File: src/rtl/code_display_pkg.sv
// Shared constants, 7-segment table and key classification for the code entry display.
package code_display_pkg;

  localparam logic [3:0] GLYPH_DASH  = 4'hA;
  localparam logic [3:0] GLYPH_BLANK = 4'hB;
  localparam logic [4:0] KEY_BS      = 5'd10;
  localparam logic [4:0] KEY_CLR     = 5'd11;
  localparam logic [4:0] KEY_MAX_DIG = 5'd9;

  // Segment bits are {a,b,c,d,e,f,g,dp}, active high; A is the dash, B..F are blank.
  localparam logic [7:0] SEG_TABLE [16] = '{
    8'hFC, 8'h60, 8'hDA, 8'hF2, 8'h66, 8'hB6, 8'hBE, 8'hE0,
    8'hFE, 8'hF6, 8'h02, 8'h00, 8'h00, 8'h00, 8'h00, 8'h00
  };

  typedef enum logic [1:0] {
    KC_NONE  = 2'd0,
    KC_DIGIT = 2'd1,
    KC_BS    = 2'd2,
    KC_CLR   = 2'd3
  } key_class_e;

  typedef struct packed {
    logic       valid;
    logic [4:0] value;
  } key_evt_t;

  function automatic key_class_e classify_key(input key_evt_t key);
    key_class_e kc;
    kc = KC_NONE;
    if (key.valid) begin
      if (key.value <= KEY_MAX_DIG)  kc = KC_DIGIT;
      else if (key.value == KEY_BS)  kc = KC_BS;
      else if (key.value == KEY_CLR) kc = KC_CLR;
    end
    return kc;
  endfunction

endpackage

File: src/rtl/code_display_if.sv
// Keypad, entry-status and display signals of code_display.
interface code_display_if #(
  parameter int unsigned DIGITS = 6,
  parameter int unsigned CW     = $clog2(DIGITS + 1)
) ();

  logic                  key_valid;
  logic [4:0]            key_value;
  logic                  clear;
  logic                  mask_en;
  logic [4*DIGITS-1:0]   code;
  logic [CW-1:0]         count;
  logic                  full;
  logic                  done;
  logic [7:0]            seg;
  logic [DIGITS-1:0]     an;

  modport master (
    output key_valid, key_value, clear, mask_en,
    input  code, count, full, done, seg, an
  );

  modport slave (
    input  key_valid, key_value, clear, mask_en,
    output code, count, full, done, seg, an
  );

endinterface

File: src/rtl/code_display_seg7_decode.sv
// Glyph to active-high 7-segment pattern lookup.
module seg7_decode
  import code_display_pkg::*;
(
  input  logic [3:0] glyph,
  output logic [7:0] seg_c
);

  always_comb begin
    seg_c = SEG_TABLE[glyph];
  end

endmodule

File: src/rtl/code_display.sv
// Code entry buffer with multiplexed 7-segment display scan and optional masking.
module code_display
  import code_display_pkg::*;
#(
  parameter int unsigned DIGITS   = 6,
  parameter int unsigned SCAN_DIV = 1000,
  parameter int unsigned CW       = $clog2(DIGITS + 1)
) (
  input  logic           clk,
  input  logic           reset,
  code_display_if.slave  bus
);

  localparam int unsigned CODE_W = 4 * DIGITS;
  localparam int unsigned PW     = (SCAN_DIV > 1) ? $clog2(SCAN_DIV) : 1;
  localparam int unsigned IW     = $clog2(DIGITS);

  logic [1:0]         rst_sync;
  logic               rst_int_n;

  logic [CODE_W-1:0]  code_q, code_n;
  logic [CW-1:0]      count_q, count_n;
  logic               full_q, full_n;
  logic               done_q, done_n;
  logic [PW-1:0]      presc_q, presc_n;
  logic [IW-1:0]      idx_q, idx_n;
  logic [DIGITS-1:0]  an_q, an_n;
  logic [7:0]         seg_q, seg_n;

  key_evt_t           key;
  key_class_e         kc;
  logic               clr_hit, dig_wr, bs_wr;
  int unsigned        wr_pos, bs_pos;

  logic               tick;
  logic               entered;
  logic [3:0]         nibble;
  logic [3:0]         glyph_c;
  logic [7:0]         seg_c;

  // Assertion is immediate; release reaches the state registers two edges later.
  always_ff @(posedge clk or negedge reset) begin
    if (!reset) rst_sync <= 2'b00;
    else        rst_sync <= {rst_sync[0], 1'b1};
  end

  assign rst_int_n = rst_sync[1];

  always_ff @(posedge clk or negedge rst_int_n) begin
    if (!rst_int_n) begin
      code_q  <= {DIGITS{GLYPH_DASH}};
      count_q <= '0;
      full_q  <= 1'b0;
      done_q  <= 1'b0;
      presc_q <= '0;
      idx_q   <= '0;
      an_q    <= '1;
      seg_q   <= 8'h00;
    end else begin
      code_q  <= code_n;
      count_q <= count_n;
      full_q  <= full_n;
      done_q  <= done_n;
      presc_q <= presc_n;
      idx_q   <= idx_n;
      an_q    <= an_n;
      seg_q   <= seg_n;
    end
  end

  assign key = '{valid: bus.key_valid, value: bus.key_value};
  assign kc  = classify_key(key);

  // Entry buffer: clear beats any simultaneous key; digits fill from the MS nibble.
  always_comb begin
    code_n  = code_q;
    count_n = count_q;
    done_n  = 1'b0;
    clr_hit = bus.clear || (kc == KC_CLR);
    dig_wr  = !bus.clear && (kc == KC_DIGIT) && (count_q != CW'(DIGITS));
    bs_wr   = !bus.clear && (kc == KC_BS) && (count_q != '0);
    wr_pos  = DIGITS - 1 - 32'(count_q);
    bs_pos  = DIGITS - 32'(count_q);

    if (clr_hit) begin
      code_n  = {DIGITS{GLYPH_DASH}};
      count_n = '0;
    end else if (dig_wr) begin
      for (int unsigned i = 0; i < DIGITS; i++) begin
        if (i == wr_pos) code_n[4*i +: 4] = key.value[3:0];
      end
      count_n = count_q + CW'(1);
      done_n  = (count_q == CW'(DIGITS - 1));
    end else if (bs_wr) begin
      for (int unsigned i = 0; i < DIGITS; i++) begin
        if (i == bs_pos) code_n[4*i +: 4] = GLYPH_DASH;
      end
      count_n = count_q - CW'(1);
    end

    full_n = (count_n == CW'(DIGITS));
  end

  // Glyph for the position currently indexed by the scan.
  always_comb begin
    entered = (32'(idx_q) + 32'(count_q)) >= DIGITS;
    nibble  = code_q[{idx_q, 2'b00} +: 4];
    if (bus.mask_en) glyph_c = entered ? GLYPH_DASH : GLYPH_BLANK;
    else             glyph_c = entered ? nibble : GLYPH_DASH;
  end

  seg7_decode u_seg7_decode (
    .glyph (glyph_c),
    .seg_c (seg_c)
  );

  // Scan: select and segments load together on the prescaler terminal count.
  always_comb begin
    tick    = (presc_q == PW'(SCAN_DIV - 1));
    presc_n = tick ? '0 : presc_q + PW'(1);
    idx_n   = idx_q;
    an_n    = an_q;
    seg_n   = seg_q;
    if (tick) begin
      idx_n = (idx_q == IW'(DIGITS - 1)) ? '0 : idx_q + IW'(1);
      an_n  = ~(DIGITS'(1) << idx_q);
      seg_n = seg_c;
    end
  end

  assign bus.code  = code_q;
  assign bus.count = count_q;
  assign bus.full  = full_q;
  assign bus.done  = done_q;
  assign bus.an    = an_q;
  assign bus.seg   = seg_q;

endmodule
File: src/flat_wrapper.sv
// flat-port wrapper written by rule: the top's interface ports become plain ports
module code_display_flat import code_display_pkg::*;
#(
  parameter int unsigned DIGITS   = 6,
  parameter int unsigned SCAN_DIV = 1000,
  parameter int unsigned CW       = $clog2(DIGITS + 1)
)
  (clk, reset, bus_key_valid, bus_key_value, bus_clear, bus_mask_en, bus_code, bus_count, bus_full, bus_done, bus_seg, bus_an);
  code_display_if #(.DIGITS(DIGITS), .CW(CW)) bus_i ();
  input  logic clk;
  input  logic reset;
  input wire logic [$bits(bus_i.key_valid)-1:0] bus_key_valid;
  input wire logic [$bits(bus_i.key_value)-1:0] bus_key_value;
  input wire logic [$bits(bus_i.clear)-1:0] bus_clear;
  input wire logic [$bits(bus_i.mask_en)-1:0] bus_mask_en;
  output wire logic [$bits(bus_i.code)-1:0] bus_code;
  output wire logic [$bits(bus_i.count)-1:0] bus_count;
  output wire logic [$bits(bus_i.full)-1:0] bus_full;
  output wire logic [$bits(bus_i.done)-1:0] bus_done;
  output wire logic [$bits(bus_i.seg)-1:0] bus_seg;
  output wire logic [$bits(bus_i.an)-1:0] bus_an;
  assign bus_i.key_valid = bus_key_valid;
  assign bus_i.key_value = bus_key_value;
  assign bus_i.clear = bus_clear;
  assign bus_i.mask_en = bus_mask_en;
  assign bus_code = bus_i.code;
  assign bus_count = bus_i.count;
  assign bus_full = bus_i.full;
  assign bus_done = bus_i.done;
  assign bus_seg = bus_i.seg;
  assign bus_an = bus_i.an;
  code_display #(.DIGITS(DIGITS), .SCAN_DIV(SCAN_DIV), .CW(CW)) u_core (.clk(clk), .reset(reset), .bus(bus_i));
endmodule
File: config.mk
export PLATFORM = sky130hd
export DESIGN_NAME = code_display_flat
export DESIGN_NICKNAME = d
export VERILOG_FILES = /design/src/rtl/code_display_pkg.sv /design/src/rtl/code_display_if.sv /design/src/rtl/code_display_seg7_decode.sv /design/src/rtl/code_display.sv /design/src/flat_wrapper.sv
export SDC_FILE = /design/constraint.sdc
export NUM_CORES = 1
export LEC_CHECK = 0
export CAP_MARGIN = 15
export CORE_ASPECT_RATIO = 0.6
export CORE_MARGIN = 2
export CORE_UTILIZATION = 35
export DETAILED_ROUTE_END_ITERATION = 8
export DONT_BUFFER_PORTS = 1
export HOLD_SLACK_MARGIN = 0.05
export PLACE_DENSITY = 0.57
export SLEW_MARGIN = 10
export SYNTH_ARGS = -nofsm -noshare
export SYNTH_HDL_FRONTEND = slang
export SYNTH_HIERARCHICAL = 1
export SYNTH_SLANG_ARGS = --single-unit
File: constraint.sdc
create_clock -name clk -period 2.9 [get_ports clk]
set_clock_uncertainty 0.1 [all_clocks]
set_input_delay 0.725 -clock clk [delete_from_list [all_inputs] [get_ports clk]]
set_output_delay 0.725 -clock clk [all_outputs]
set_load 0.02 [all_outputs]
* Yosys cells after proc, flatten, opt, wreduce, memory -nomap -nowiden
Memories as Yosys holds them, arrays and structs flattened. A register that Yosys moved wholly into a read port is not among the register bits.
Index checks and enable logic that the tools add are counted.
** Storage, ports and cells
- Memory bits (read-only) :: 128
- Memories kept :: 1
- Output and inout port bits :: 43
- Register bits after elaboration :: 50
- Input bits :: 10
- Word-level logic and storage cells :: 105
** Cells by class
- Mux-type cells :: 29
- Bitwise gates (word level) :: 2
- Shift-type cells :: 2
- Add/subtract/negate cells :: 7
- Reduce and logical (&&, ||, !) cells :: 23
- Eq/ne operators :: 26
- Order comparisons :: 2
** Memory list
- (name not given) :: depth 16, width 8, rd ports 1, clocked after Yosys merged registers in 1, wr ports 0, RTL line code_display_seg7_decode.sv:10 : seg_c = SEG_TABLE[glyph];
** Operator list (count)
- == test 2 x 32 -> 1 bit (first input constant) :: 4
- == test 3 x 32 -> 1 bit (first input constant) :: 4
- two-way mux 24 bit :: 3
- == test 1 x 32 -> 1 bit (first input constant) :: 2
- logical NOT 32 bit :: 2
- two-way mux 4 bit :: 14
- >= comparator 32 x 3 -> 1 bit (second input constant) :: 1
- nonzero test 3 bit :: 8
- indexed part select 24 x 6 -> 4 bit :: 1
- != test 3 x 2 -> 1 bit (second input constant) :: 6
- AND reduction 3 bit :: 6
- two-way mux 3 bit :: 4
- adder 10 x 1 -> 10 bit (second input constant) :: 1
- == test 10 bit (second input constant) :: 1
- == test 5 x 4 -> 1 bit (second input constant) :: 2
- two-way mux 10 bit :: 1
- == test 3 bit (second input constant) :: 3
- two-way mux 2 bit :: 4
- subtractor 3 x 3 -> 4 bit (first input constant) :: 2
- adder 3 x 1 -> 3 bit (second input constant) :: 2
- NOT 6 bit :: 1
- left shift 1 x 3 -> 6 bit (first input constant) :: 1
- less-or-equal comparator 5 x 4 -> 1 bit (second input constant) :: 1
- NOT 4 -> 5 bit :: 1
- 9 further kinds :: 16

* Logic depth before layout (Yosys ltp)
Gate-level depths: netlist of the first run.
- Depth after elaboration :: 12
- Gate-level depth with buffers :: 12
- Mapped depth without buffers :: 12

* Hierarchy
The synthesis of the first run kept the hierarchy.
** By module, submodules not included
- code_display :: cells each 248, area each 2994.1 um2, instances 1
- seg7_decode :: cells each 31, area each 225.2 um2, instances 1

* Worst setup path after synthesis of the first run
OpenSTA, ideal clock, no wires.
- Path kind :: register to register
- Start point :: reg u_core.count_q[0] (netlist: u_core/bus.count[0])
- End point :: reg u_core.seg_q[2] (netlist: u_core/bus.seg[2])
- Arrival time :: 2.833 ns
- Path buffers :: 0
- Slack :: -0.157 ns
- Cell stages (with the launch flop) :: 12
- Required time :: 2.675 ns
- Cells stage by stage :: dfrtp_1 ha_1 fa_1 xor2_1 a221oi_1 nor2_1 o211ai_1 inv_1 ha_1 mux2i_1 o22ai_1 mux2_2
** On the way
- Word-level cells in the longest chain between the ends :: 5
- Elaborated cells on any way between the ends :: 6
** RTL lines
- start, declared :: RTL line code_display.sv:22 : logic [CW-1:0] count_q, count_n;
- start signal, assigned :: RTL line code_display.sv:61 : count_q <= count_n;
- adder 3 x 3 -> 4 bit :: RTL line code_display.sv:106 : entered = (32'(idx_q) + 32'(count_q)) >= DIGITS;
- >= comparator 32 x 3 -> 1 bit :: RTL line code_display.sv:106
- two-way mux 4 bit :: RTL line code_display.sv:109 : else glyph_c = entered ? nibble : GLYPH_DASH;
- two-way mux 4 bit :: RTL line code_display.sv:108 : if (bus.mask_en) glyph_c = entered ? GLYPH_DASH : GLYPH_BLANK;
- named net u_core.glyph_c[1] :: RTL line code_display.sv:38 : logic [3:0] glyph_c;
- NOT 4 -> 5 bit (not written as such) :: RTL line code_display_seg7_decode.sv:10
- end, declared :: RTL line code_display.sv:28 : logic [7:0] seg_q, seg_n;
The timed path passes the listed nets, and every way through them passes these cells.
A chain may end at the register's enable or synchronous reset.

* Worst setup path after layout of the first run
- Start point :: reg u_core.count_q[0] (netlist: u_core/bus.count[0])
- End point :: reg u_core.code_q[4] (netlist: u_core/bus.code[4])
** On the way
- Word-level cells in the longest chain between the ends :: 4
- Elaborated cells on any way between the ends :: 14
** RTL lines
- subtractor 3 x 3 -> 4 bit, or another cell as far along :: RTL line code_display.sv:82 : wr_pos = DIGITS - 1 - 32'(count_q);
- == test 1 x 32 -> 1 bit, or another cell as far along :: RTL line code_display.sv:90 : if (i == wr_pos) code_n[4*i +: 4] = key.value[3:0];
- != test 3 x 2 -> 1 bit (no source line), or another cell as far along
- AND reduction 3 bit (no source line) / two-way mux 24 bit (equally long branches)
- end signal, assigned :: RTL line code_display.sv:51 : code_q <= {DIGITS{GLYPH_DASH}};
- end signal, assigned :: RTL line code_display.sv:60 : code_q <= code_n;
- end, declared :: RTL line code_display.sv:21 : logic [CODE_W-1:0] code_q, code_n;
Parallel ways exist; a longest one is shown, timed or not.

==> impl_metrics.yaml, run 1 <==
status:
  status: "completed"
critical_path:
  required_ns: 3.01
  r2r_cells: 8
  critPathBufInv: 1
  worst-path-stages: 8
  cp_max_fo: 4
  worstSetupPathType: "reg2reg"
  cp_data_arrival_time_ns: 2.93
  crit_family: "simple AND/OR/NAND/NOR gates"
  rrSetupSlack_ns: 0.08
  crit_path_end_kind: "flip-flop"
  cp_slowest_stage_delay_ns: 0.51
  cp_slowest_cell: "or4b_4"
  cp-start-kind: "flip-flop"
  crit_chain: "inv_1 -> ha_1 -> ha_1 -> or4b_4 -> nor4b_4 -> nand2_1 -> a22o_1 -> mux2_4"
  path_common_cell: "ha_1"
floorplanning:
  ioPinCount: 53
  dieArea_mm2: 0.0100
  initial_core_util_pct: 35.6
  dieHeight_um: 78.3
  die-width_um: 128
  rows: 27
  core-area_mm2: 0.00905
timing:
  fin_crit_sh_pct: 97.1
  whs_ns: 0.161
  setup_violations: 0
  max_freq_ghz: 0.355
  final.setup.tns_ns: 0
  rsz0062_at_grt: "true"
  finalHoldViolations: 0
  finalCriticalPeriod_ns: 2.82
  slew_viol_final: 0
global_routing:
  grt_first_pass_wirelength_um: 12400
  track_usage_pct: 16.7
  grt_pass1_vias: 2176
  antenna_found_initial: 0
  overflow: 0
  grt_max_degree: 33
logic_synthesis:
  synth_area_leaders: "dfrtp_1 31%, dfstp_2 15%, ha_1 8.2%, mux2_2 5.9%, mux2_4 5.6%"
  syn_area_mm2: 0.00322
  synthMuxAreaShare_pct: 17.6
  syn_inst: 279
  ys_ff_latch: 58
  ys_async_sr_fraction_pct: 100
  synth_edf_count: 0
  synth_fp_nets: 311
  synth_top_family_by_area: "multiplexers"
  yosys.area_share.simple_pct: 13.0
  yosysSeqAreaShare_pct: 45.8
  synthAdderAreaFrac_pct: 8.78
  synth-compound-area-share_pct: 8.78
  synth.avg_cell_area_um2: 11.5
  synth_largest_area_cell: "dfrtp_1"
  synth_ff_type: "dfrtp_1"
  synth_xor_area_share_pct: 2.72
  ys.warnings.count: 6
  synth_top_cell_area_share_pct: 31.1
  ys_types: 50
drt:
  post-route-drc-count: 0
  vias: 2163
  drt_iter0_markers: 117
  dr.pass1.iters: 4
  vias_per_cell: 5.14
  ant_nets: 0
  wl_per_cell_um: 17.9
  totalWireLength_um: 7540
clock_tree:
  numCtsBuffers: 9
  cts_tree: "yes"
  cts.sinks: 58
  htreeDepth: 3
  cts_buffer_depth: 2
  root_buffer: "clkbuf_16"
  clk-insertion-delay-late_ns: 0.33
  path_clk_slew_ns: 0.05
placed_design:
  hpwl_um: 5480
  gp_congestion: 0.869
  portBuffers: 0
job:
  cap_viol_max_count: 0
cells_and_area:
  final_common_cell: "dfrtp_1"
  syn_to_final_growth_pct: 18.1
  finalNetCount: 332
  diodes: 0
  drive_gt1_share_pct: 33.8
  mostFrequentLayoutCells: "38 x dfrtp_1, 24 x nand2_1, 20 x nor2_1, 19 x buf_4, 19 x ha_1"
hold_path:
  min_path_type: "reg2async"
power:
  peakVddDrop_uv: 466
  power.share.clock_pct: 54.0
  switching_share_pct: 22.2
  switchingPower_uw: 463
  pwr_density_cell_mw_per_mm2: 549
  combPwrFrac_pct: 5.1
  power.share.sequential_pct: 40.9
  p_leak_nw: 1.72
  p_int_mw: 1.62
repair_timing:
action,in CTS,in global routing
endpoints found under the hold margin,2,0
buffers inserted,0,2
gates resized for setup,0,7
hold buffers,1,0
endpoints found under the setup margin,0,13
synth_stat cells (all sizes together), types with 2 or more instances:
cell and instances:
nor4b 2, inv 11, nand2 24, and2 3, nand3 7, nor3b 2
conb 2, nor2b 4, mux2 33, xnor2 4, o21ai 9, buf 4
clkbuf 6, nand4 2, a22o 6, a21oi 9, mux4 4, xor2 6
and3 4, a21o 2, nor2 22, nor3 2, o22ai 5, nand2b 4
o211ai 2, a31oi 2, mux2i 6, ha 21, dfstp 18, dfrtp 40
layer usage:
layer	up-vias	part of all wire [%]	GRT usage [%]
met3	7	9.2	8.86
met5	-	0	0
met1	1073	50	23.3
met4	0	1.3	5.27
met2	57	39	21.8
li1	1026	-	-
cell type report:
class | instances | area (µm²)
Fill cell | 858 | 5250
Multi-Input combinational cell | 200 | 1670
Tap cell | 116 | 145
Clock inverter | 6 | 91.3
Sequential cell | 58 | 1480
Inverter | 11 | 41.3
Clock buffer | 10 | 229
Timing Repair Buffer | 20 | 153
worst paths after layout:
check                                    start                  to
setup / recovery           u_core/bus.count[0]  u_core/bus.code[4]
hold / removal              u_core/rst_sync[1]   u_core/presc_q[7]
setup reg to reg           u_core/bus.count[0]  u_core/bus.code[4]
hold reg to reg             u_core/rst_sync[1]   u_core/presc_q[7]
max in group asynchronous                reset  u_core/rst_sync[1]
min in group clk            u_core/rst_sync[0]  u_core/rst_sync[1]
power by group through the flow:
stage	logic, mW	clock network [mW]	registers (mW)
after floorplan	0.0623	0	0.875
after global placement	0.103	0	0.867
after detailed placement	0.104	0	0.868
after CTS	0.106	1.15	0.855
after global routing	0.118	1.20	0.856
final	0.106	1.13	0.854
per-stage QoR:
| stage | setup slack, ns | instance area (µm²) | std cells | power (mW) | util (%) |
|---|---|---|---|---|---|
| 2_1_floorplan | 0.0144 | 3230 | 279 | 0.937 | - |
| 3_3_place_gp | 0.123 | 3450 | 402 | 0.970 | 38.1 |
| 3_5_place_dp | 0.0289 | 3450 | 402 | 0.971 | 38.1 |
| 4_1_cts | 0.0146 | 3780 | 419 | 2.11 | 41.7 |
| 5_1_grt | -0.0419 | 3800 | 421 | 2.17 | 42.0 |
| 6_report | 0.0832 | 3800 | 421 | 2.09 | 42.0 |
worst register-to-register path, cell delays in order, from the launching register on:
cell     delay [ns]
dfrtp_2        0.37
inv_1          0.06
ha_1           0.23
ha_1           0.20
or4b_4         0.51
nor4b_4        0.39
nand2_1        0.10
a22o_1         0.39
mux2_4         0.35
kinds of logic after synthesis:
| family | count (synthesis) |
|---|---|
| compound gates | 42 |
| xor+xnor | 10 |
| fa+ha+maj | 22 |
| buf+inv | 21 |
| flops | 58 |
| mux | 43 |
| other cells | 2 |
| simple gates | 81 |
flip-flops by register name, summed over array words and instances (netlist names):
signal / flops
u_core/bus.full: 1
u_core/bus.seg: 8
u_core/bus.code: 24
u_core/presc_q: 10
u_core/bus.count: 3
u_core/rst_sync: 2
u_core/idx_q: 3
u_core/bus.an: 6
u_core/bus.done: 1
Power figures use the tool's default switching activity.
==> inputs of run 2 (changes only) <==
--- a/config.mk
+++ b/config.mk
@@ -8,11 +8,11 @@
 export CAP_MARGIN = 15
 export CORE_ASPECT_RATIO = 0.6
 export CORE_MARGIN = 2
-export CORE_UTILIZATION = 35
+export CORE_UTILIZATION = 41
 export DETAILED_ROUTE_END_ITERATION = 8
 export DONT_BUFFER_PORTS = 1
 export HOLD_SLACK_MARGIN = 0.05
-export PLACE_DENSITY = 0.57
+export PLACE_DENSITY = 0.63
 export SLEW_MARGIN = 10
 export SYNTH_ARGS = -nofsm -noshare
 export SYNTH_HDL_FRONTEND = slang
==> run 2 against run 1 <==
Sequential share of layout area shrank 0.32 points. Flip-flop and latch count did not move. Largest power group unchanged. Die area down 14%. Global-route usage is 1.8 points higher. Highest routed layer unchanged. Worst hold slack improved by 0.040 ns. Critical path depth is the same. Total power down 0.49%. Register-to-register slack improved by 0.04 ns. Sequential power is 1% higher. Fmax up 1.3%. Design area up 0.82%.
==> impl_metrics.yaml, run 2 (synthesis results as in run 1) <==
critical_path:
  worstSetupPathType: "reg2reg"
  required_ns: 3.01
  crit_start: "u_core/bus.count[0]"
  cp_data_arrival_time_ns: 2.89
  r2r-start: "u_core/bus.count[0]"
  cp-start-kind: "flip-flop"
  crit_path_end_kind: "flip-flop"
  cp_max_fo: 4
clock_tree:
  numCtsBuffers: 9
  cts.sinks: 58
  cts_buffer_depth: 2
  clk-insertion-delay-late_ns: 0.33
  path_clk_slew_ns: 0.05
  root_buffer: "clkbuf_16"
  cts_tree: "yes"
  htreeDepth: 3
placed_design:
  hpwl_um: 5540
  portBuffers: 0
  dp_cells: 392
  gp_congestion: 0.865
drt:
  post-route-drc-count: 0
  vias_per_cell: 5.34
  totalWireLength_um: 7440
  ant_nets: 0
  dr.pass1.iters: 4
  wl_per_cell_um: 18.1
  drt_iter0_markers: 99
  vias: 2191
cells_and_area:
  drive_gt1_share_pct: 34.0
  final_common_cell: "dfrtp_1"
  finalNetCount: 333
  fin_cells: 410
  finish.utilization_pct: 51.5
  regArea_mm2: 0.00148
  multi_input_area_mm2: 0.00170
  diodes: 0
  largest_register_ffs: 24
  mostFrequentLayoutCells: "38 x dfrtp_1, 24 x nand2_1, 20 x nor2_1, 19 x buf_4"
  nFillCells: 694
  syn_to_final_growth_pct: 19.0
power:
  p_leak_nw: 1.74
  peakVddDrop_uv: 374
  pwr_density_cell_mw_per_mm2: 542
floorplanning:
  rows: 24
  initial_core_util_pct: 43.2
  dieArea_mm2: 0.00860
  dieHeight_um: 72.6
  ioPinCount: 53
  core-area_mm2: 0.00745
  die-width_um: 118
global_routing:
  overflow: 0
  track_usage_pct: 18.5
  grt_pass1_vias: 2195
  antenna_found_initial: 0
  grt_first_pass_wirelength_um: 11900
  grt_max_degree: 30
timing:
  max_freq_ghz: 0.360
  slew_viol_final: 0
  setup_violations: 0
  fin_crit_sh_pct: 95.9
  finalCriticalPeriod_ns: 2.78
  slew_headroom_pct: 56.0
  finalHoldViolations: 0
  worstMarginPinSlew_ns: 0.659
hold_path:
  min_path_type: "reg2async"
status:
  status: "completed"
job:
  cap_viol_max_count: 0
## run 2: changes by cell type in the layout (fill, tap and decap cells not counted), sizes merged
| cell | change |
|---|---|
| clkinvlp | -1 |
| clkbuf | +3 |
| buf | +1 |
| bufinv | -1 |
| clkinv | -1 |
## run 2: repair_timing
action | CTS | global route
endpoints found under the setup margin | 0 | 5
hold buffers | 1 | 0
resized for setup | 0 | 9
setup buffers | 0 | 1
endpoints found under the hold margin | 2 | 0
## run 2: cell type report
cell class / instances / share of cell area [%]
timing repair buffer: 21 / 4.28
multi-input combinational: 200 / 44.2
clock inverter: 3 / 1.18
clock buffer: 13 / 7.31
inverter: 11 / 1.08
tap: 104 / 3.40
sequential: 58 / 38.5
## run 2: worst paths after layout
kind / endpoint / slack (ns) / cells past startpoint
worst min-delay path: u_core/presc_q[1] / 0.20 / 0
worst min register to register: u_core/presc_q[1] / 0.20 / 0
min in group clk: u_core/rst_sync[1] / 0.26 / 0
worst max register to register: u_core/bus.code[8] / 0.12 / 8
worst max-delay path: u_core/bus.code[8] / 0.12 / 8
max in group asynchronous: u_core/bus.an[1] / 1.76 / 1
## run 2: worst max-delay path: stages, from the launching register on
cell and delay [ns]:
dfrtp_2 0.39, inv_1 0.07, ha_1 0.22, ha_1 0.18, or4b_4 0.50, nor4b_4 0.37
nand2_1 0.09, a22o_1 0.39, mux2_4 0.34
## run 2: layer usage
| metal | vias to the layer above | global-route usage (%) | routed length [µm] |
|---|---|---|---|
| li1 | 1024 | - | - |
| met1 | 1082 | 24.9 | 3550 |
| met2 | 78 | 25.2 | 3010 |
| met3 | 7 | 10.4 | 808 |
| met4 | 0 | 5.82 | 75 |
| met5 | - | 0 | 0 |
## run 2: power by group
part	internal [mW]	switching, mW
Sequential	0.829	0.0338
Combinational	0.0446	0.0550
Clock	0.757	0.358
## run 2: through the flow
| stage | setup slack [ns] | hold slack [ns] | power (mW) | setup TNS (ns) | cell area [µm²] |
|---|---|---|---|---|---|
| CTS | 0.0335 | 0.226 | 2.10 | 0 | 3780 |
| global route | -0.00137 | 0.267 | 2.16 | -0.00137 | 3830 |
| detailed placement | 0.0404 | 0.223 | 0.972 | 0 | 3450 |
| global placement | 0.159 | 0.221 | 0.970 | 0 | 3450 |
| finish | 0.119 | 0.201 | 2.08 | 0 | 3830 |
| floorplan | 0.0144 | 0.231 | 0.937 | 0 | 3230 |
==> inputs of run 3 (changes only) <==
--- a/config.mk
+++ b/config.mk
@@ -10,9 +10,7 @@
 export CORE_MARGIN = 2
 export CORE_UTILIZATION = 41
 export DETAILED_ROUTE_END_ITERATION = 8
-export DONT_BUFFER_PORTS = 1
-export HOLD_SLACK_MARGIN = 0.05
-export PLACE_DENSITY = 0.63
+export PLACE_DENSITY = 0.72
 export SLEW_MARGIN = 10
 export SYNTH_ARGS = -nofsm -noshare
 export SYNTH_HDL_FRONTEND = slang
==> run 3 against run 2 <==
Cell count up 14%. Worst hold slack worse by 0.15 ns. Critical path depth up 5. Non-clock buffer count up 59. Via count up 9.7%. First-iteration DRC count up 35%. Core utilization up 7.7 points. Sequential share of layout area down 5.0 points. Worst setup slack worse by 0.032 ns.
==> impl_metrics.yaml, run 3 (synthesis results as in run 1) <==
power:
  p_leak_nw: 1.97
  peakVddDrop_uv: 286
  pwr_density_cell_mw_per_mm2: 464
floorplanning:
  initial_core_util_pct: 43.2
  ioPinCount: 53
  rows: 24
  dieHeight_um: 72.6
  die-width_um: 118
  dieArea_mm2: 0.00860
  core-area_mm2: 0.00745
timing:
  fin_crit_sh_pct: 97.0
  finalCriticalPeriod_ns: 2.81
  max_freq_ghz: 0.356
  final.setup.tns_ns: 0
  finalHoldViolations: 0
  setup_ws_ns: 0.0874
  setup_violations: 0
  rsz0062_at_grt: "true"
  slew_viol_final: 0
  whs_ns: 0.0497
cells_and_area:
  multi_input_area_mm2: 0.00173
  syn_to_final_growth_pct: 36.8
  finalNetCount: 392
  final_common_cell: "clkdlybuf4s50_1"
  mostFrequentLayoutCells: "52 x clkdlybuf4s50_1, 38 x dfrtp_1, 27 x buf_4, 23 x nand2_1, 20 x nor2_1"
  finish.utilization_pct: 59.1
  design_area_mm2: 0.00440
  largest_register_ffs: 24
  diodes: 0
  drive_gt1_share_pct: 31.5
  nFillCells: 657
  regArea_mm2: 0.00148
placed_design:
  hpwl_um: 6000
  pre_cts_slack_ns: -0.215
  gp_congestion: 0.872
  portBuffers: 52
  placed_area_mm2: 0.00401
drt:
  post-route-drc-count: 0
  vias_per_cell: 5.12
  wl_per_cell_um: 17.3
  vias: 2403
  drt_iter0_markers: 134
  ant_nets: 0
  dr.pass1.iters: 4
  totalWireLength_um: 8100
clock_tree:
  numCtsBuffers: 9
  root_buffer: "clkbuf_16"
  cts_buffer_depth: 2
  hold_buffers: 0
  clk-insertion-delay-late_ns: 0.33
  path_clk_slew_ns: 0.05
  htreeDepth: 3
  cts.sinks: 58
  cts_tree: "yes"
critical_path:
  cp-start-kind: "flip-flop"
  crit_path_end_kind: "flip-flop"
  cp_data_arrival_time_ns: 2.93
  rrSetupSlack_ns: 0.09
  cp_max_fo: 3
  required_ns: 3.01
  worstSetupPathType: "reg2reg"
global_routing:
  antenna_found_initial: 0
  grt_pass1_vias: 2508
  track_usage_pct: 20.6
  overflow: 0
  grt_first_pass_wirelength_um: 13400
  grt_max_degree: 26
status:
  status: "completed"
job:
  cap_viol_max_count: 0
hold_path:
  min_path_type: "reg2async"
==> run 3: repair_timing <==
action                                  in CTS  in global routing
pin swaps                                    0                 10
endpoints found under the setup margin       1                 19
setup buffers                                2                  1
gates resized for setup                      0                 18
hold endpoints to repair                     0                  0
==> run 3: final timing paths <==
path / from / to / cells past startpoint
max in group asynchronous: u_core/rst_sync[1] / u_core/bus.code[15] / 1
setup reg to reg: u_core/bus.count[0] / u_core/bus.seg[3] / 13
hold reg to reg: u_core/rst_sync[1] / u_core/presc_q[1] / 0
hold / removal: u_core/rst_sync[1] / u_core/presc_q[1] / 0
min in group clk: u_core/rst_sync[0] / u_core/rst_sync[1] / 0
setup / recovery: u_core/bus.count[0] / u_core/bus.seg[3] / 13
==> run 3: cell type report <==
cell class              count  area share (%)
flip-flops and latches     58            33.5
well taps                 104            2.95
clock buffers              13            5.68
repair buffers             80            16.7
clock inverters             3           0.909
multi-input cells         200            39.3
inverters                  11           0.938
==> run 3: worst max-delay path, stage by stage (launching register included) <==
cell	delay [ns]
dfrtp_2	0.43
ha_4	0.17
fa_2	0.33
xor2_1	0.18
a221oi_2	0.33
buf_4	0.17
nand2_1	0.05
nand2_2	0.09
inv_1	0.11
buf_4	0.16
ha_1	0.19
inv_1	0.05
o22ai_1	0.07
mux2_2	0.26
==> run 3: routing by layer <==
metal,up-vias,track usage (%),wire (µm)
li1,1152,-,-
met1,1160,30.9,4170
met2,86,28.2,3270
met3,5,7.97,626
met4,0,4.37,38
met5,-,0,0
==> run 3: report_power, final <==
group / leakage [nW] / switching [mW] / internal (mW)
clock: 0.144 / 0.350 / 0.684
combinational: 1.09 / 0.0822 / 0.0817
sequential: 0.728 / 0.0166 / 0.829
total: 1.97 / 0.448 / 1.60
==> run 3: through the flow <==
| step | power [mW] | std cells |
|---|---|---|
| 3_3_place_gp | 1.01 | 450 |
| 5_1_grt | 2.11 | 469 |
| 4_1_cts | 2.06 | 468 |
| 2_1_floorplan | 0.937 | 279 |
| 3_5_place_dp | 1.01 | 450 |
| 6_report | 2.04 | 469 |
